===== config.mk =====
export PLATFORM = sky130hd
export DESIGN_NAME = ring_router_vc_flat
export DESIGN_NICKNAME = d
export VERILOG_FILES = /design/src/rtl/ring_noc_pkg.sv /design/src/rtl/ring_router_vc_if.sv /design/src/rtl/ring_vc_fifo.sv /design/src/rtl/ring_router_vc.sv /design/src/flat_wrapper.sv
export SDC_FILE = /design/constraint.sdc
export NUM_CORES = 1
export LEC_CHECK = 0
export BUFFER_PORTS_ARGS = -buffer_cell sky130_fd_sc_hd__buf_4
export CORE_MARGIN = 2
export CORE_UTILIZATION = 55
export DETAILED_ROUTE_END_ITERATION = 6
export GPL_TIMING_DRIVEN = 0
export PLACE_DENSITY = 0.82
export SLEW_MARGIN = 20
export SYNTH_ARGS = -nofsm -noshare
export SYNTH_HDL_FRONTEND = slang
export SYNTH_SLANG_ARGS = --single-unit

===== constraint.sdc =====
create_clock -name clk -period 5.3 [get_ports clk]
set_input_delay 0.265 -clock clk [delete_from_list [all_inputs] [get_ports clk]]
set_output_delay 0.265 -clock clk [all_outputs]
set_load 0.05 [all_outputs]

===== src/rtl/ring_noc_pkg.sv =====
// Shared helpers for the ring router: dest extraction, dateline VC promotion
// and a round-robin grant usable for any requester count up to MAX_REQ.
package ring_noc_pkg;

    localparam int unsigned MAX_REQ    = 16;
    localparam int unsigned MAX_FLIT_W = 64;

    function automatic int unsigned flit_dest(logic [MAX_FLIT_W-1:0] flit,
                                              int unsigned flit_w, int unsigned node_w);
        logic [MAX_FLIT_W-1:0] mask;
        mask = (64'd1 << node_w) - 64'd1;
        return 32'((flit >> (flit_w - node_w)) & mask);
    endfunction

    // The highest-numbered node is the dateline: flits crossing it climb one VC.
    function automatic int unsigned promote_vc(int unsigned vc, int unsigned node,
                                               int unsigned node_w, int unsigned num_vc);
        if (node == (32'd1 << node_w) - 32'd1) begin
            return (vc + 32'd1 < num_vc) ? vc + 32'd1 : num_vc - 32'd1;
        end
        return vc;
    endfunction

    function automatic logic [MAX_REQ-1:0] rr_grant(logic [MAX_REQ-1:0] req,
                                                    int unsigned ptr, int unsigned n);
        logic [MAX_REQ-1:0] gnt;
        int unsigned        idx;
        gnt = '0;
        for (int unsigned i = 0; i < MAX_REQ; i++) begin
            if (i < n) begin
                idx = (ptr + i) % n;
                if (gnt == '0 && req[idx]) gnt[idx] = 1'b1;
            end
        end
        return gnt;
    endfunction

endpackage


===== src/rtl/ring_router_vc_if.sv =====
// Handshake bundle between a ring stop and its upstream/downstream links and NI.
interface ring_router_vc_if #(
    parameter int unsigned FLIT_W = 8,
    parameter int unsigned NUM_VC = 2
);
    localparam int unsigned VC_W = $clog2(NUM_VC);

    logic              up_valid;
    logic [VC_W-1:0]   up_vc;
    logic [FLIT_W-1:0] up_flit;
    logic [NUM_VC-1:0] up_ready;
    logic              ni_in_valid;
    logic [FLIT_W-1:0] ni_in_flit;
    logic              ni_in_ready;
    logic              down_valid;
    logic [VC_W-1:0]   down_vc;
    logic [FLIT_W-1:0] down_flit;
    logic [NUM_VC-1:0] down_ready;
    logic              ni_out_valid;
    logic [FLIT_W-1:0] ni_out_flit;
    logic              ni_out_ready;
    logic              free;
    logic              hold;

    modport master (
        output up_valid, up_vc, up_flit, ni_in_valid, ni_in_flit, down_ready, ni_out_ready,
        input  up_ready, ni_in_ready, down_valid, down_vc, down_flit, ni_out_valid,
               ni_out_flit, free, hold
    );

    modport slave (
        input  up_valid, up_vc, up_flit, ni_in_valid, ni_in_flit, down_ready, ni_out_ready,
        output up_ready, ni_in_ready, down_valid, down_vc, down_flit, ni_out_valid,
               ni_out_flit, free, hold
    );
endinterface


===== src/rtl/ring_vc_fifo.sv =====
// Single-clock FIFO with registered occupancy; full/empty derive from the count.
module ring_vc_fifo #(
    parameter int unsigned WIDTH = 8,
    parameter int unsigned DEPTH = 4
) (
    input  logic                       clk,
    input  logic                       rst,
    input  logic                       push,
    input  logic [WIDTH-1:0]           din,
    input  logic                       pop,
    output logic [WIDTH-1:0]           dout,
    output logic                       full,
    output logic                       empty,
    output logic [$clog2(DEPTH):0]     count
);
    localparam int unsigned AW = $clog2(DEPTH);

    logic [WIDTH-1:0] mem [DEPTH];
    logic [AW-1:0]    wr_ptr_q, rd_ptr_q;
    logic [AW:0]      count_q, count_d;
    logic             do_push, do_pop;

    assign full    = (count_q == (AW+1)'(DEPTH));
    assign empty   = (count_q == '0);
    assign count   = count_q;
    assign dout    = mem[rd_ptr_q];
    assign do_push = push && !full;
    assign do_pop  = pop && !empty;

    always_comb begin
        count_d = count_q;
        if (do_push && !do_pop) count_d = count_q + 1'b1;
        if (do_pop && !do_push) count_d = count_q - 1'b1;
    end

    always_ff @(posedge clk or negedge rst) begin
        if (!rst) begin
            wr_ptr_q <= '0;
            rd_ptr_q <= '0;
            count_q  <= '0;
        end else begin
            if (do_push) wr_ptr_q <= wr_ptr_q + 1'b1;
            if (do_pop)  rd_ptr_q <= rd_ptr_q + 1'b1;
            count_q <= count_d;
        end
    end

    always_ff @(posedge clk) begin
        if (do_push) mem[wr_ptr_q] <= din;
    end
endmodule


===== src/rtl/ring_router_vc.sv =====
// Ring stop: per-VC input FIFOs plus NI injection FIFO, round-robin ejection and
// forwarding arbiters, dateline VC promotion on the highest-numbered node.
module ring_router_vc
    import ring_noc_pkg::*;
#(
    parameter int unsigned FLIT_W   = 8,
    parameter int unsigned NODE_W   = 2,
    parameter int unsigned NUM_VC   = 2,
    parameter int unsigned VC_DEPTH = 4
) (
    input  logic               clk,
    input  logic               rst,
    input  logic [NODE_W-1:0]  current_node,
    ring_router_vc_if.slave    bus
);
    localparam int unsigned VC_W  = $clog2(NUM_VC);
    localparam int unsigned NREQ  = NUM_VC + 1;
    localparam int unsigned CNT_W = $clog2(VC_DEPTH) + 1;
    localparam int unsigned EP_W  = $clog2(NUM_VC);
    localparam int unsigned FP_W  = $clog2(NREQ);

    logic [NUM_VC-1:0] vc_push, vc_pop, vc_full, vc_empty;
    logic [FLIT_W-1:0] vc_head [NUM_VC];
    logic [CNT_W-1:0]  vc_count [NUM_VC];
    logic              inj_push, inj_pop, inj_full, inj_empty;
    logic [FLIT_W-1:0] inj_head;
    logic [CNT_W-1:0]  inj_count;

    for (genvar v = 0; v < NUM_VC; v++) begin : g_vc
        assign vc_push[v] = bus.up_valid && (bus.up_vc == VC_W'(v)) && !vc_full[v];
        ring_vc_fifo #(.WIDTH(FLIT_W), .DEPTH(VC_DEPTH)) u_fifo (
            .clk   (clk),
            .rst   (rst),
            .push  (vc_push[v]),
            .din   (bus.up_flit),
            .pop   (vc_pop[v]),
            .dout  (vc_head[v]),
            .full  (vc_full[v]),
            .empty (vc_empty[v]),
            .count (vc_count[v])
        );
    end

    assign inj_push = bus.ni_in_valid && !inj_full;

    ring_vc_fifo #(.WIDTH(FLIT_W), .DEPTH(VC_DEPTH)) u_inj_fifo (
        .clk   (clk),
        .rst   (rst),
        .push  (inj_push),
        .din   (bus.ni_in_flit),
        .pop   (inj_pop),
        .dout  (inj_head),
        .full  (inj_full),
        .empty (inj_empty),
        .count (inj_count)
    );

    logic [NUM_VC-1:0] ej_req, ej_gnt;
    logic [NREQ-1:0]   fw_elig, fw_gnt;
    logic [VC_W-1:0]   out_vc [NREQ];
    logic [EP_W-1:0]   ej_ptr_q, ej_ptr_d, ej_idx;
    logic [FP_W-1:0]   fw_ptr_q, fw_ptr_d, fw_idx;
    logic [FLIT_W-1:0] ej_flit, fw_flit;
    logic [VC_W-1:0]   fw_vc;
    logic              ej_done, free_c;

    // Eligibility already folds in the downstream ready of the outgoing VC.
    always_comb begin
        ej_req  = '0;
        fw_elig = '0;
        for (int unsigned v = 0; v < NUM_VC; v++) begin
            out_vc[v] = VC_W'(promote_vc(v, 32'(current_node), NODE_W, NUM_VC));
            if (!vc_empty[v]) begin
                if (NODE_W'(flit_dest(MAX_FLIT_W'(vc_head[v]), FLIT_W, NODE_W)) == current_node)
                    ej_req[v] = 1'b1;
                else
                    fw_elig[v] = bus.down_ready[out_vc[v]];
            end
        end
        out_vc[NUM_VC]  = VC_W'(promote_vc(32'd0, 32'(current_node), NODE_W, NUM_VC));
        fw_elig[NUM_VC] = !inj_empty && bus.down_ready[out_vc[NUM_VC]];
    end

    assign ej_gnt  = NUM_VC'(rr_grant(MAX_REQ'(ej_req), 32'(ej_ptr_q), NUM_VC));
    assign fw_gnt  = NREQ'(rr_grant(MAX_REQ'(fw_elig), 32'(fw_ptr_q), NREQ));
    assign ej_done = (|ej_req) && bus.ni_out_ready;

    always_comb begin
        ej_flit = '0;
        ej_idx  = '0;
        fw_flit = '0;
        fw_vc   = '0;
        fw_idx  = '0;
        vc_pop  = '0;
        for (int unsigned v = 0; v < NUM_VC; v++) begin
            if (ej_gnt[v]) begin
                ej_flit = vc_head[v];
                ej_idx  = EP_W'(v);
            end
            if (fw_gnt[v]) begin
                fw_flit = vc_head[v];
                fw_vc   = out_vc[v];
                fw_idx  = FP_W'(v);
            end
            vc_pop[v] = (ej_gnt[v] && bus.ni_out_ready) || fw_gnt[v];
        end
        if (fw_gnt[NUM_VC]) begin
            fw_flit = inj_head;
            fw_vc   = out_vc[NUM_VC];
            fw_idx  = FP_W'(NUM_VC);
        end
        inj_pop = fw_gnt[NUM_VC];
    end

    always_comb begin
        ej_ptr_d = ej_ptr_q;
        fw_ptr_d = fw_ptr_q;
        if (ej_done) ej_ptr_d = (ej_idx == EP_W'(NUM_VC - 1)) ? '0 : ej_idx + 1'b1;
        if (|fw_elig) fw_ptr_d = (fw_idx == FP_W'(NREQ - 1)) ? '0 : fw_idx + 1'b1;
    end

    always_ff @(posedge clk or negedge rst) begin
        if (!rst) begin
            ej_ptr_q <= '0;
            fw_ptr_q <= '0;
        end else begin
            ej_ptr_q <= ej_ptr_d;
            fw_ptr_q <= fw_ptr_d;
        end
    end

    always_comb begin
        free_c = (inj_count == '0);
        for (int unsigned v = 0; v < NUM_VC; v++) begin
            if (vc_count[v] != '0) free_c = 1'b0;
        end
    end

    assign bus.up_ready     = ~vc_full;
    assign bus.ni_in_ready  = !inj_full;
    assign bus.down_valid   = |fw_elig;
    assign bus.down_vc      = fw_vc;
    assign bus.down_flit    = fw_flit;
    assign bus.ni_out_valid = |ej_req;
    assign bus.ni_out_flit  = ej_flit;
    assign bus.free         = free_c;
    assign bus.hold         = (|vc_full) || inj_full;
endmodule

===== src/flat_wrapper.sv =====
// flat-port wrapper written by rule: the top's interface ports become plain ports
module ring_router_vc_flat import ring_noc_pkg::*;
#(
    parameter int unsigned FLIT_W   = 8,
    parameter int unsigned NODE_W   = 2,
    parameter int unsigned NUM_VC   = 2,
    parameter int unsigned VC_DEPTH = 4
)
  (clk, rst, current_node, bus_up_valid, bus_up_vc, bus_up_flit, bus_ni_in_valid, bus_ni_in_flit, bus_down_ready, bus_ni_out_ready, bus_up_ready, bus_ni_in_ready, bus_down_valid, bus_down_vc, bus_down_flit, bus_ni_out_valid, bus_ni_out_flit, bus_free, bus_hold);
  ring_router_vc_if #(.FLIT_W(FLIT_W), .NUM_VC(NUM_VC)) bus_i ();
  input  logic clk;
  input  logic rst;
  input  logic [NODE_W-1:0] current_node;
  input wire logic [$bits(bus_i.up_valid)-1:0] bus_up_valid;
  input wire logic [$bits(bus_i.up_vc)-1:0] bus_up_vc;
  input wire logic [$bits(bus_i.up_flit)-1:0] bus_up_flit;
  input wire logic [$bits(bus_i.ni_in_valid)-1:0] bus_ni_in_valid;
  input wire logic [$bits(bus_i.ni_in_flit)-1:0] bus_ni_in_flit;
  input wire logic [$bits(bus_i.down_ready)-1:0] bus_down_ready;
  input wire logic [$bits(bus_i.ni_out_ready)-1:0] bus_ni_out_ready;
  output wire logic [$bits(bus_i.up_ready)-1:0] bus_up_ready;
  output wire logic [$bits(bus_i.ni_in_ready)-1:0] bus_ni_in_ready;
  output wire logic [$bits(bus_i.down_valid)-1:0] bus_down_valid;
  output wire logic [$bits(bus_i.down_vc)-1:0] bus_down_vc;
  output wire logic [$bits(bus_i.down_flit)-1:0] bus_down_flit;
  output wire logic [$bits(bus_i.ni_out_valid)-1:0] bus_ni_out_valid;
  output wire logic [$bits(bus_i.ni_out_flit)-1:0] bus_ni_out_flit;
  output wire logic [$bits(bus_i.free)-1:0] bus_free;
  output wire logic [$bits(bus_i.hold)-1:0] bus_hold;
  assign bus_i.up_valid = bus_up_valid;
  assign bus_i.up_vc = bus_up_vc;
  assign bus_i.up_flit = bus_up_flit;
  assign bus_i.ni_in_valid = bus_ni_in_valid;
  assign bus_i.ni_in_flit = bus_ni_in_flit;
  assign bus_i.down_ready = bus_down_ready;
  assign bus_i.ni_out_ready = bus_ni_out_ready;
  assign bus_up_ready = bus_i.up_ready;
  assign bus_ni_in_ready = bus_i.ni_in_ready;
  assign bus_down_valid = bus_i.down_valid;
  assign bus_down_vc = bus_i.down_vc;
  assign bus_down_flit = bus_i.down_flit;
  assign bus_ni_out_valid = bus_i.ni_out_valid;
  assign bus_ni_out_flit = bus_i.ni_out_flit;
  assign bus_free = bus_i.free;
  assign bus_hold = bus_i.hold;
  ring_router_vc #(.FLIT_W(FLIT_W), .NODE_W(NODE_W), .NUM_VC(NUM_VC), .VC_DEPTH(VC_DEPTH)) u_core (.clk(clk), .rst(rst), .current_node(current_node), .bus(bus_i));
endmodule

=== Word-level counts from Yosys, hierarchy flattened ===
Memory sizes are Yosys's and may differ from the RTL's.
Index checks and enable logic that the tools add are counted.

* Equality and inequality tests: 7
* Reductions and logical operators: 58
* Div/mod/pow operators: 3
* Mux-type cells: 68
* Shift operators: 0
* Multiply operators: 0
* Bitwise gates (word level): 5
* $lt $le $gt $ge: 12
* $add $sub $neg: 17

{| class="wikitable"
|+ Operator list
! kind !! number
|-
| 32-bit by 1-bit >= comparator with 1-bit output, second input constant || 3
|-
| 32-bit by 5-bit < comparator with 1-bit output, second input constant || 3
|-
| 32-bit by 2-bit modulo with 32-bit output, second input constant || 2
|-
| 16-bit zero test || 3
|-
| 1-bit 2-to-1 mux || 42
|-
| 8-bit 2-to-1 mux || 5
|-
| 2-bit by 2-bit modulo with 32-bit output, second input constant || 1
|-
| 16-bit 2-to-1 mux || 2
|-
| 1-bit logical AND || 29
|-
| 3-bit 2-to-1 mux || 7
|-
| 16-bit OR || 1
|-
| 2-bit by 1-bit adder with 2-bit output, second input constant || 7
|-
| 1-bit binary-select mux with 4-bit select || 3
|-
| 1-bit demux with 4-bit select || 3
|-
| 1-bit zero test || 12
|-
| 1-bit by 5-bit < comparator with 1-bit output, second input constant || 2
|-
| 3-bit by 1-bit adder with 3-bit output, second input constant || 3
|-
| 3-bit == test, second input constant || 3
|-
| 3-bit zero test || 3
|-
| 3-bit by 1-bit subtractor with 3-bit output, second input constant || 3
|-
| 2-bit 2-to-1 mux || 4
|-
| 2-bit nonzero test || 3
|-
| 3-bit nonzero test || 2
|-
| 2-bit == test || 2
|-
| 14 further kinds || 22
|}

* Input port bits: 26
* Memories: 3
* Register bits after elaboration: 24
* Logic and storage cells: 184
* Bits in read-only memories: 0
* Latch bits: 0
* RAM bits: 96

{| class="wikitable"
|+ Memory list
! name !! depth !! width !! read ports !! clocked after memory_dff !! wr ports !! RTL line !! text
|-
| u_core.g_vc[0].u_fifo.mem || 4 || 8 || 1 || 0 || 1 || ring_vc_fifo.sv:18 || <nowiki>logic [WIDTH-1:0] mem [DEPTH];</nowiki>
|-
| u_core.g_vc[1].u_fifo.mem || 4 || 8 || 1 || 0 || 1 || ring_vc_fifo.sv:18 ||
|-
| u_core.u_inj_fifo.mem || 4 || 8 || 1 || 0 || 1 || ring_vc_fifo.sv:18 ||
|}

=== Longest topological paths before layout ===
Gate-level depths: netlist of the first run.

* Depth after elaboration: 22
* Mapped depth: 20
* Depth with buffers taken out: 19

=== Cells and area by module ===
A second synthesis of the first run with hierarchy kept.

* Cells, all modules: 381
* Area, all modules: 5906.9 um^2

{| class="wikitable"
|+ By module, submodules not included
! module !! cells an instance !! area an instance (um^2) !! instances !! sequential area each (um^2)
|-
| ring_vc_fifo (u_core.g_vc[0].u_fifo ...) || 79 || 1592.8 || 2 || 1136.1
|-
| ring_vc_fifo (u_core.u_inj_fifo) || 80 || 1584.0 || 1 || 1136.1
|-
| ring_router_vc || 143 || 1137.3 || 1 || 75.1
|}

=== Worst setup path after synthesis of the first run ===
OpenSTA, ideal clock, no wires.

* Kind: reg-to-output
* Start: register u_core.fw_ptr_q[1]
* End: output port bus_down_flit[0]
* Setup slack: 1.062 ns
* Cell stages (with the launch flop): 15
* Data required time: 5.035 ns
* Data arrival time: 3.973 ns
* Buffers on the path: 2
* Path through: dfrtp_1 -> inv_1 -> ha_1 -> clkbuf_1 -> or3_1 -> ha_1 -> nor2b_1 -> o21ai_0 -> nor4_1 -> a211o_1 -> a41oi_1 -> o22a_1 -> buf_6 -> or3b_1 -> a31oi_1

* Cells in the longest elaborated chain, start to end: 15

{| class="wikitable"
|+ Ends and longest elaborated chain
! what !! RTL line !! text
|-
| start, declared || ring_router_vc.sv:62 || <nowiki>logic [FP_W-1:0] fw_ptr_q, fw_ptr_d, fw_idx;</nowiki>
|-
| start signal, assigned || ring_router_vc.sv:128 || <nowiki>fw_ptr_q <= fw_ptr_d;</nowiki>
|-
| branches (longest 11 deep; another with 32-bit by 2-bit modulo with 32-bit output) || n/a ||
|-
| 3-bit 2-to-1 mux * || ring_noc_pkg.sv:32 || <nowiki>if (gnt == '0 && req[idx]) gnt[idx] = 1'b1;</nowiki>
|-
| 8-bit 2-to-1 mux (2 in a row) || ring_router_vc.sv:100 || <nowiki>if (fw_gnt[v]) begin</nowiki>
|-
| 8-bit 2-to-1 mux * || ring_router_vc.sv:107 || <nowiki>if (fw_gnt[NUM_VC]) begin</nowiki>
|-
| end, declared || flat_wrapper.sv:25 || <nowiki>output wire logic [$bits(bus_i.down_flit)-1:0] bus_down_flit;</nowiki>
|}

Every way passes the cells marked *. The select of a mux whose other input is x is not followed.

=== Final worst setup path of the first run ===
* Start: register u_core.fw_ptr_q[1]
* End: output port bus_down_flit[4]

Same word-level chain as after synthesis.

==> metrics.yaml, run 1 <==
grt:
  antenna_found_initial: 0
  gr-usage-all-layers_pct: 24.38
  grt_max_degree: 25
  grt_pass1_wl_um: 19980
  grt_pass1_vias: 3691
  gr-total-overflow: 0
layout:
  mostFrequentLayoutCells: "96 x edfxtp_1, 47 x buf_4, 25 x inv_1, 25 x ha_1"
  syn_to_final_growth_pct: 21.70
  drive_gt1_share_pct: 24.74
  nets: 530
  stdcell_count: 625
  diodes: 0
  layout_commonest_cell: "edfxtp_1"
setup_path:
  worstSetupPathType: "register to output pin"
  critPathBufInv: 4
  startpoint_type: "register"
  crit_path_frequent_cell: "ha_1"
  crit_chain: "inv_1 -> ha_1 -> clkbuf_1 -> or3_1 -> ha_1 -> nor2b_1 -> o21ai_0 -> nor3b_1 -> a211oi_1 -> mux2i_1 -> o22a_1 -> buf_6 -> or3b_1 -> a31oi_1 -> buf_4"
  critPathMaxFanout: 10
  critPathCaptureType: "output pin"
  arrival_ns: 4.69
  cpPeakStageDelay_ns: 0.47
  required_ns: 5.04
  cp_top_family: "compound AO/OA/AOI/OAI gates"
  reg2reg_slack_ns: 0.67
  crit_slowest_cell: "dfrtp_1"
clock_network:
  cts-buffers-inserted: 17
  post_cts_buffers: 0
  cts-root-buf: "clkbuf_8"
  clkTransAtPathRegs_ns: 0.06
  cts_sinks: 120
  cts_tree: "built"
  htreeDepth: 4
  clock_path_buffers: 2
  insertion_delay_ns: 0.53
sta:
  slew_headroom_pct: 41.14
  fin_tns_setup_ns: 0
  timing.fmax_mhz: 202.0
  rsz0062_at_grt: "no"
  min_period_over_period_pct: 93.41
  worstMarginPinSlew_ns: 0.8828
  hold_viol_final: 0
  setup_violations: 0
  finClkSkew_ns: 0.009299
  min_period_ns: 4.951
  finalMaxSlewViolations: 0
synthesis:
  synth_edf_count: 96
  yosys_warnings: 0
  ys_ff_latch: 120
  synth_top_area_share_pct: 49.90
  synth-seq-area-share_pct: 60.30
  synth.top_cells.by_area: "edfxtp_1 50%, dfrtp_1 10%, mux4_2 9.4%, ha_1 5.4%, xor2_1 2.3%"
  synthesis.area_um2: 5777
  ys.flop_type: "edfxtp_1"
  yosys.cell_types.count: 55
  synth_top_area_cell: "edfxtp_1"
  synthCells: 392
  synthArstFlopShare_pct: 20.00
  syn_nets: 446
  syn-mean-instance-area_um2: 14.74
min_path:
  hold_path.class: "input pin to register"
run:
  drv_cap: 0
die:
  io_pins: 50
  die_area_um2: 11340
  die_h_um: 106.5
  die_x_um: 106.5
  initial_core_util_pct: 56.21
  core_area_um2: 10280
  rows: 37
routing:
  vias: 3594
  vias_per_cell: 5.750
  postRouteAntennaNets: 0
  wl_per_cell_um: 20.60
  firstDrtPassIters: 6
  drcViolationCount: 0
  finalWirelength_um: 12870
  drt_iter0_drc: 280
status:
  outcome: "finished, final reports clean"
placed_design:
  dp_hpwl_um: 8396
  place_congestion: 0.8703
  port_buffers: 47
  place_inst: 575
[cells in the mapped netlist (4+ instances only)]
cell and n:
nand3_1 7, edfxtp_1 96, or3_1 4, xnor2_2 4, mux4_2 24, dfrtp_1 24, inv_1 25, o21ai_0 7
nor2_1 20, buf_2 5, clkbuf_1 5, a31oi_1 9, xor2_1 15, xnor2_1 7, nand2_1 22, nor3_1 5
or3b_1 9, ha_1 25, a21oi_1 8, a22o_1 9, and3_1 6, and2_1 11
[cells by family (layout without fill, tap and decap cells)]
| group | after synthesis | in the layout | synth area share, % |
|---|---|---|---|
| DFF | 120 | 120 | 60.30 |
| muxes | 27 | 27 | 9.898 |
| adders and majority gates | 28 | 28 | 6.454 |
| xor gates and xnor gates | 26 | 26 | 4.462 |
| AOI/OAI and AO/OA | 57 | 57 | 7.191 |
| and+or+nand+nor | 92 | 92 | 8.426 |
| buffers and inverters | 42 | 139 | 3.271 |
[registers in the layout (all words and copies together) (netlist names)]
register	flops
u_core.g_vc.u_fifo.mem	64
u_core.u_inj_fifo.mem	32
u_core.g_vc.u_fifo.count	6
u_core.g_vc.u_fifo.rd_ptr_q	4
u_core.g_vc.u_fifo.wr_ptr_q	4
u_core.u_inj_fifo.count	3
u_core.fw_ptr_q	2
u_core.u_inj_fifo.rd_ptr_q	2
u_core.u_inj_fifo.wr_ptr_q	2
u_core.ej_ptr_q	1
[final timing paths]
| check | from | end | cells past startpoint |
|---|---|---|---|
| worst max-delay path | u_core.fw_ptr_q[1] | bus_down_flit[4] | 15 |
| worst min-delay path | bus_ni_in_valid | u_core.u_inj_fifo.wr_ptr_q[0] | 3 |
| worst max register to register | u_core.fw_ptr_q[1] | u_core.g_vc[0].u_fifo.count[2] | 19 |
| worst min register to register | u_core.g_vc[0].u_fifo.count[2] | u_core.g_vc[0].u_fifo.count[2] | 1 |
| max in group asynchronous | rst | u_core.u_inj_fifo.wr_ptr_q[1] | 2 |
| min in group asynchronous | rst | u_core.g_vc[1].u_fifo.rd_ptr_q[0] | 2 |
[worst register-to-register path, cell delays in order (launching register included)]
cell and delay (ns):
dfrtp_1 0.47, inv_1 0.16, ha_1 0.30, clkbuf_1 0.23, or3_1 0.42, ha_1 0.29, nor2b_1 0.05, o21ai_0 0.34
nor3b_1 0.13, a211oi_1 0.36, mux2i_1 0.15, o22a_1 0.21, buf_6 0.15, a21oi_1 0.23, ha_1 0.24, inv_1 0.06
fa_1 0.38, xor2_1 0.15, nor2_1 0.11, xor2_1 0.15
[metrics by stage]
| step | utilization, % | worst slack [ns] | hold WS [ns] | instance area [um^2] |
|---|---|---|---|---|
| after floorplan | - | 1.062 | -0.03059 | 5777 |
| after global placement | 61.30 | 0.5869 | 0.1920 | 6300 |
| after detailed placement | 61.30 | 0.5602 | 0.1936 | 6300 |
| after CTS | 68.35 | 0.2868 | 0.09619 | 7024 |
| after global routing | 68.41 | 0.1257 | 0.1241 | 7030 |
| final | 68.41 | 0.3490 | 0.1033 | 7030 |
[metal layers]
layer  global-route usage (%)  vias to the layer above  wire length [um]
li1                         -                     1655                 -
met1                    30.57                     1770              5199
met2                    40.43                      138              6610
met3                    6.867                       31               713
met4                    9.555                        0               350
met5                        0                        -                 0
[area by class of cell]
cell class                 count  area [um^2]
tap                          136        170.2
fill                         710         3247
inverter                      25        93.84
clock inverter                13        122.6
multi-input combinational    230         2111
sequential                   120         3483
buffer                        17        95.09
clock buffer                  19        421.7
timing repair buffer          65        533.0
[what timing repair did]
action	4_1_cts	5_1_grt
endpoints found under the hold margin	121	0
hold buffers	18	0
gates resized for setup	0	2
endpoints found under the setup margin	0	8
Power of run 1 is left out: the tool's default activity adds up to more than one toggle a clock period on the data nets, which glitch-free logic cannot reach.
==> run 2: changes to the inputs <==
--- a/config.mk
+++ b/config.mk
@@ -7,10 +7,11 @@
 export LEC_CHECK = 0
 export BUFFER_PORTS_ARGS = -buffer_cell sky130_fd_sc_hd__buf_4
 export CORE_MARGIN = 2
-export CORE_UTILIZATION = 55
+export CORE_UTILIZATION = 54
 export DETAILED_ROUTE_END_ITERATION = 6
 export GPL_TIMING_DRIVEN = 0
-export PLACE_DENSITY = 0.82
+export HOLD_SLACK_MARGIN = 0.05
+export PLACE_DENSITY = 0.84
 export SLEW_MARGIN = 20
 export SYNTH_ARGS = -nofsm -noshare
 export SYNTH_HDL_FRONTEND = slang
==> constraint.sdc (replaced) <==
create_clock -name clk -period 4.5 [get_ports clk]
set_input_delay 0.225 -clock clk [delete_from_list [all_inputs] [get_ports clk]]
set_output_delay 0.225 -clock clk [all_outputs]
set_load 0.05 [all_outputs]
==> run 2 against run 1 <==
  * Sequential share of layout area down 1.7 points
  * Register-to-register slack worse by 0.46 ns
  * Via count grew 4.1%
  * First-iteration DRC count up 4.3%
  * Design area increased by 3.5%
  * Clock skew shrank 0.00070 ns
  * Utilization rose by 1.8 points
  * Worst setup slack got worse by 0.28 ns
  * Clock-buffer cell count grew 2
  * Global-route usage up 1.4 points
  * Flip-flop and latch count did not move
  * Critical path type unchanged
  * Largest cell class unchanged
==> metrics.yaml, run 2 (synthesis results as in run 1) <==
setup_path:
  cpPeakStageDelay_ns: 0.45  # was 0.47 ns
  cp.depth: 14  # was 15
  reg2reg_slack_ns: 0.21  # was 0.67 ns
  r2r_end: "u_core.g_vc[0].u_fifo.count[2]"  # unchanged
  crit_slowest_cell: "dfrtp_2"  # was dfrtp_1
  startpoint_type: "register"  # unchanged
  crit_chain: "inv_2 -> ha_2 -> or3_1 -> ha_1 -> nor2b_4 -> o21ai_4 -> nor3b_2 -> a211o_1 -> a41oi_1 -> o22a_1 -> buf_6 -> or3b_1 -> a31oi_2 -> buf_6"  # was inv_1 -> ha_1 -> clkbuf_1 -> or3_1 -> ha_1 -> nor2b_1 -> o21ai_0 -> nor3b_1 -> a211oi_1 -> mux2i_1 -> o22a_1 -> buf_6 -> or3b_1 -> a31oi_1 -> buf_4
  ff2ff_path_depth: 18  # was 19
  crit_path_frequent_cell: "buf_6"  # was ha_1
  critPathBufInv: 3  # was 4
  critPathMaxFanout: 10  # unchanged
  cp_top_family: "simple AND/OR/NAND/NOR gates"  # was compound AO/OA/AOI/OAI gates
  critPathCaptureType: "output pin"  # unchanged
  r2r-start: "u_core.fw_ptr_q[0]"  # was u_core.fw_ptr_q[1]
  arrival_ns: 4.20  # was 4.69 ns
  required_ns: 4.28  # was 5.04 ns
  worstSetupPathType: "register to output pin"  # unchanged
  critPathLaunch: "u_core.fw_ptr_q[0]"  # was u_core.fw_ptr_q[1]
  crit_end: "bus_down_flit[4]"  # unchanged
grt:
  gr-total-overflow: 0  # unchanged
  grt_pass1_vias: 3820  # was 3691
  grt_pass1_wl_um: 21380  # was 19980 um
  grt_max_degree: 25  # unchanged
  antenna_found_initial: 0  # unchanged
  gr-usage-all-layers_pct: 25.76  # was 24.38%
die:
  initial_core_util_pct: 55.71  # was 56.21%
  die_x_um: 107.4  # was 106.5 um
  core_area_um2: 10370  # was 10280 um^2
  io_pins: 50  # unchanged
  rows: 37  # unchanged
  die_area_um2: 11540  # was 11340 um^2
  die_h_um: 107.4  # was 106.5 um
routing:
  wl_per_cell_um: 22.02  # was 20.60 um
  drcViolationCount: 0  # unchanged
  firstDrtPassIters: 5  # was 6
  drt_iter0_drc: 292  # was 280
  postRouteAntennaNets: 0  # unchanged
  vias: 3740  # was 3594
  vias_per_cell: 5.955  # was 5.750
  finalWirelength_um: 13830  # was 12870 um
clock_network:
  clkTransAtPathRegs_ns: 0.06  # about the same
  htreeDepth: 4  # unchanged
  cts-buffers-inserted: 17  # unchanged
  insertion_delay_ns: 0.52  # was 0.53 ns
  cts_tree: "built"  # unchanged
  cts-root-buf: "clkbuf_8"  # unchanged
  cts_sinks: 120  # unchanged
  clock_path_buffers: 2  # unchanged
placed_design:
  place_congestion: 0.8887  # was 0.8703
  port_buffers: 47  # unchanged
  place_inst: 575  # unchanged
  dp_hpwl_um: 8895  # was 8396 um
status:
  outcome: "finished, final reports clean"  # unchanged
layout:
  largest_reg_flops: 64  # unchanged
  layout_commonest_cell: "edfxtp_1"  # unchanged
  diodes: 0  # unchanged
  nets: 533  # was 530
  regMostFlops: "u_core.g_vc.u_fifo.mem"  # unchanged
  drive_gt1_share_pct: 29.27  # was 24.74%
  stdcell_count: 628  # was 625
  syn_to_final_growth_pct: 26.01  # was 21.70%
  mostFrequentLayoutCells: "96 x edfxtp_1, 48 x buf_4, 24 x mux4_2"  # was 96 x edfxtp_1, 47 x buf_4, 25 x inv_1, 25 x ha_1
sta:
  timing.fmax_mhz: 225.9
  worstMarginPinSlew_ns: 0.7882  # was 0.8828 ns
  finalMaxSlewViolations: 0  # unchanged
  hold_viol_final: 0  # unchanged
  finClkSkew_ns: 0.008603  # was 0.009299 ns
  min_period_ns: 4.426
  min_period_over_period_pct: 98.36
  setup_violations: 0  # unchanged
  slew_headroom_pct: 47.45  # was 41.14%
run:
  drv_cap: 0  # unchanged
min_path:
  hold_path.startpoint: "bus_ni_in_valid"  # unchanged
  hold_path.class: "input pin to register"  # unchanged
## run 2: worst min-delay path by stage
stage,slack (ns),cells past startpoint,to
3_5_place_dp,0.16,1,u_core.g_vc[1].u_fifo.wr_ptr_q[1]
2_1_floorplan,-0.07,0,u_core.ej_ptr_q
4_1_cts,0.06,3,u_core.u_inj_fifo.wr_ptr_q[0]
3_3_place_gp,0.15,1,u_core.g_vc[1].u_fifo.wr_ptr_q[1]
5_1_grt,0.09,3,u_core.u_inj_fifo.wr_ptr_q[0]
6_report,0.09,3,u_core.u_inj_fifo.wr_ptr_q[0]
## run 2: layout make-up
cell class / instances / area [um^2]
flip-flops and latches: 120 / 3486
fillers: 654 / 3090
multi-input cells: 230 / 2232
repair buffers: 69 / 581.8
clock buffers: 21 / 449.2
clock inverters: 11 / 170.2
well taps: 136 / 170.2
plain buffers: 16 / 96.34
inverters: 25 / 93.84
## run 2: tightest hold or removal path, delay by kind of cell
family / cells / cell delay [ns]
xor+xnor: 1 / 0.08
buf+inv: 1 / 0.13
simple gates: 1 / 0.14
## run 2: repair_timing
action	CTS	global route
resized for setup	15	21
pin swaps	0	3
setup endpoints to repair	15	15
hold endpoints to repair	121	0
hold buffers	18	0
buffers inserted	0	4
## run 2: layer usage
layer | up-vias | wire [um] | global-route usage (%)
met5 | - | 0 | 0
met4 | 0 | 374 | 10.07
met3 | 34 | 873 | 7.143
met2 | 169 | 7138 | 43.90
met1 | 1872 | 5442 | 31.28
li1 | 1665 | - | -
## run 2: per-stage QoR
step / cell area [um^2] / util [%] / worst slack (ns) / TNS (ns) / hold WS [ns]
after floorplan: 5777 / - / 0.3023 / 0 / -0.07059
after global placement: 6300 / 60.75 / -0.2060 / -0.9756 / 0.1550
after detailed placement: 6300 / 60.75 / -0.2776 / -1.193 / 0.1552
after CTS: 7146 / 68.91 / 0.01394 / 0 / 0.06406
after global routing: 7279 / 70.20 / -0.03913 / -0.2306 / 0.08567
final: 7279 / 70.20 / 0.07395 / 0 / 0.09250
Power of run 2 is left out for the same reason.
==> run 3: changes to the inputs <==
--- a/config.mk
+++ b/config.mk
@@ -12,6 +12,7 @@
 export GPL_TIMING_DRIVEN = 0
 export HOLD_SLACK_MARGIN = 0.05
 export PLACE_DENSITY = 0.84
+export RECOVER_POWER = 50
 export SLEW_MARGIN = 20
 export SYNTH_ARGS = -nofsm -noshare
 export SYNTH_HDL_FRONTEND = slang
==> run 3 against run 2 <==
  * Via count is 0.19% lower
  * Utilization is 0.65 points lower
  * Clock skew hardly changed
  * First-iteration DRC count is 14% lower
  * Fmax is 0.23% higher
  * Critical path depth stayed put
  * Flip-flop and latch count stayed put
  * Critical endpoint is now bus_down_flit[1]
==> metrics.yaml, run 3 (synthesis results as in run 1) <==
routing:
  vias_per_cell: 5.944  # was 5.955
  firstDrtPassIters: 5  # unchanged
  finalWirelength_um: 13850  # was 13830 um
  drcViolationCount: 0  # unchanged
  drt_iter0_drc: 252  # was 292
  wl_per_cell_um: 22.05  # was 22.02 um
  postRouteAntennaNets: 0  # unchanged
  vias: 3733  # was 3740
placed_design:
  dp_hpwl_um: 8895  # unchanged
  place_congestion: 0.8887  # unchanged
  port_buffers: 47  # unchanged
  pre_cts_slack_ns: -0.2776  # unchanged
clock_network:
  clock_path_buffers: 2  # unchanged
  cts-buffers-inserted: 17  # unchanged
  cts_sinks: 120  # unchanged
  htreeDepth: 4  # unchanged
  cts_tree: "built"  # unchanged
  cts-root-buf: "clkbuf_8"  # unchanged
  clkTransAtPathRegs_ns: 0.06  # about the same
  insertion_delay_ns: 0.52  # about the same
grt:
  grt_pass1_wl_um: 21380  # unchanged
  gr-total-overflow: 0  # unchanged
  grt_max_degree: 25  # unchanged
  antenna_found_initial: 0  # unchanged
  gr-usage-all-layers_pct: 25.76  # unchanged
  grt_pass1_vias: 3820  # unchanged
die:
  rows: 37  # unchanged
  initial_core_util_pct: 55.71  # unchanged
  core_area_um2: 10370  # unchanged
  die_h_um: 107.4  # unchanged
  die_x_um: 107.4  # unchanged
  die_area_um2: 11540  # unchanged
  io_pins: 50  # unchanged
sta:
  finClkSkew_ns: 0.008200  # was 0.008603 ns
  slew_headroom_pct: 3.522  # was 47.45%
  setup_violations: 0  # unchanged
  timing.fmax_mhz: 226.5  # was 225.9 MHz
  min_period_ns: 4.416  # was 4.426 ns
  hold_viol_final: 0  # unchanged
  worstMarginPinSlew_ns: 1.447  # was 0.7882 ns
  finalWorstSetupSlack_ns: 0.08410  # was 0.07395 ns
  min_period_over_period_pct: 98.13  # was 98.36%
  finalMaxSlewViolations: 0  # unchanged
layout:
  syn_to_final_growth_pct: 24.84  # was 26.01%
  diodes: 0  # unchanged
  fillers: 683  # was 654
  nets: 533  # unchanged
  regMostFlops: "u_core.g_vc.u_fifo.mem"  # unchanged
  largest_reg_flops: 64  # unchanged
  layout_commonest_cell: "edfxtp_1"  # unchanged
  drive_gt1_share_pct: 25.61  # was 29.27%
  mostFrequentLayoutCells: "96 x edfxtp_1, 30 x buf_4, 24 x mux4_2, 24 x clkbuf_1"  # was 96 x edfxtp_1, 48 x buf_4, 24 x mux4_2
  seq_area_um2: 3486  # unchanged
  multi_input_area_um2: 2232  # unchanged
setup_path:
  critPathMaxFanout: 10  # unchanged
  reg2reg_slack_ns: 0.20  # was 0.21 ns
  required_ns: 4.28  # about the same
  critPathCaptureType: "output pin"  # unchanged
  arrival_ns: 4.19  # was 4.20 ns
  worstSetupPathType: "register to output pin"  # unchanged
  startpoint_type: "register"  # unchanged
status:
  outcome: "finished, final reports clean"  # unchanged
run:
  drv_cap: 0  # unchanged
min_path:
  hold_path.class: "input pin to register"  # unchanged
[run 3: what timing repair did]
| item | 4_1_cts | 5_1_grt |
|---|---|---|
| resized for setup | 15 | 21 |
| pin swaps | 0 | 3 |
| hold endpoints to repair | 121 | 0 |
| gates cloned | 0 | 0 |
| hold buffers | 18 | 0 |
| endpoints found under the setup margin | 15 | 15 |
| buffers inserted | 0 | 4 |
[run 3: routing by layer]
metal | global-route usage [%] | up-vias | routed length, um
li1 | - | 1663 | -
met1 | 31.28 | 1870 | 5394
met5 | 0 | - | 0
met2 | 43.90 | 175 | 7219
met4 | 10.07 | 0 | 312
met3 | 7.143 | 25 | 923
[run 3: worst paths after layout]
path / endpoint / depth (start not counted) / start
hold reg to reg: u_core.u_inj_fifo.count[2] / 1 / u_core.u_inj_fifo.count[2]
hold / removal: u_core.u_inj_fifo.wr_ptr_q[0] / 3 / bus_ni_in_valid
setup reg to reg: u_core.g_vc[0].u_fifo.count[2] / 18 / u_core.fw_ptr_q[0]
setup / recovery: bus_down_flit[1] / 14 / u_core.fw_ptr_q[0]
min in group asynchronous: u_core.g_vc[1].u_fifo.wr_ptr_q[1] / 2 / rst
max in group asynchronous: u_core.fw_ptr_q[1] / 2 / rst
[run 3: critical path, stage by stage, from the launching register on]
cell	delay (ns)
dfrtp_2	0.45
inv_2	0.10
ha_2	0.34
or3_1	0.39
ha_1	0.34
nor2b_4	0.16
o21ai_4	0.10
nor3b_2	0.25
a211o_1	0.22
a41oi_1	0.06
o22a_1	0.25
buf_6	0.16
or3b_1	0.42
a31oi_4	0.22
buf_6	0.19
[run 3: area by class of cell]
| class | count | share of cell area, % |
|---|---|---|
| multi-input cells | 230 | 30.95 |
| inverters | 25 | 1.301 |
| well taps | 136 | 2.359 |
| clock buffers | 21 | 6.228 |
| flip-flops and latches | 120 | 48.33 |
| plain buffers | 16 | 1.336 |
| clock inverters | 11 | 2.359 |
| repair buffers | 69 | 7.130 |
[run 3: through the flow]
step / instance area, um^2 / setup TNS (ns) / hold WS (ns) / util, % / std cells
CTS: 7146 / 0 / 0.06406 / 68.91 / 624
finish: 7212 / 0 / 0.09952 / 69.55 / 628
global route: 7212 / -0.2306 / 0.08567 / 69.55 / 628
detailed placement: 6300 / -1.193 / 0.1552 / 60.75 / 575
floorplan: 5777 / 0 / -0.07059 / - / 392
global placement: 6300 / -0.9756 / 0.1550 / 60.75 / 575
Power of run 3 is left out for the same reason.
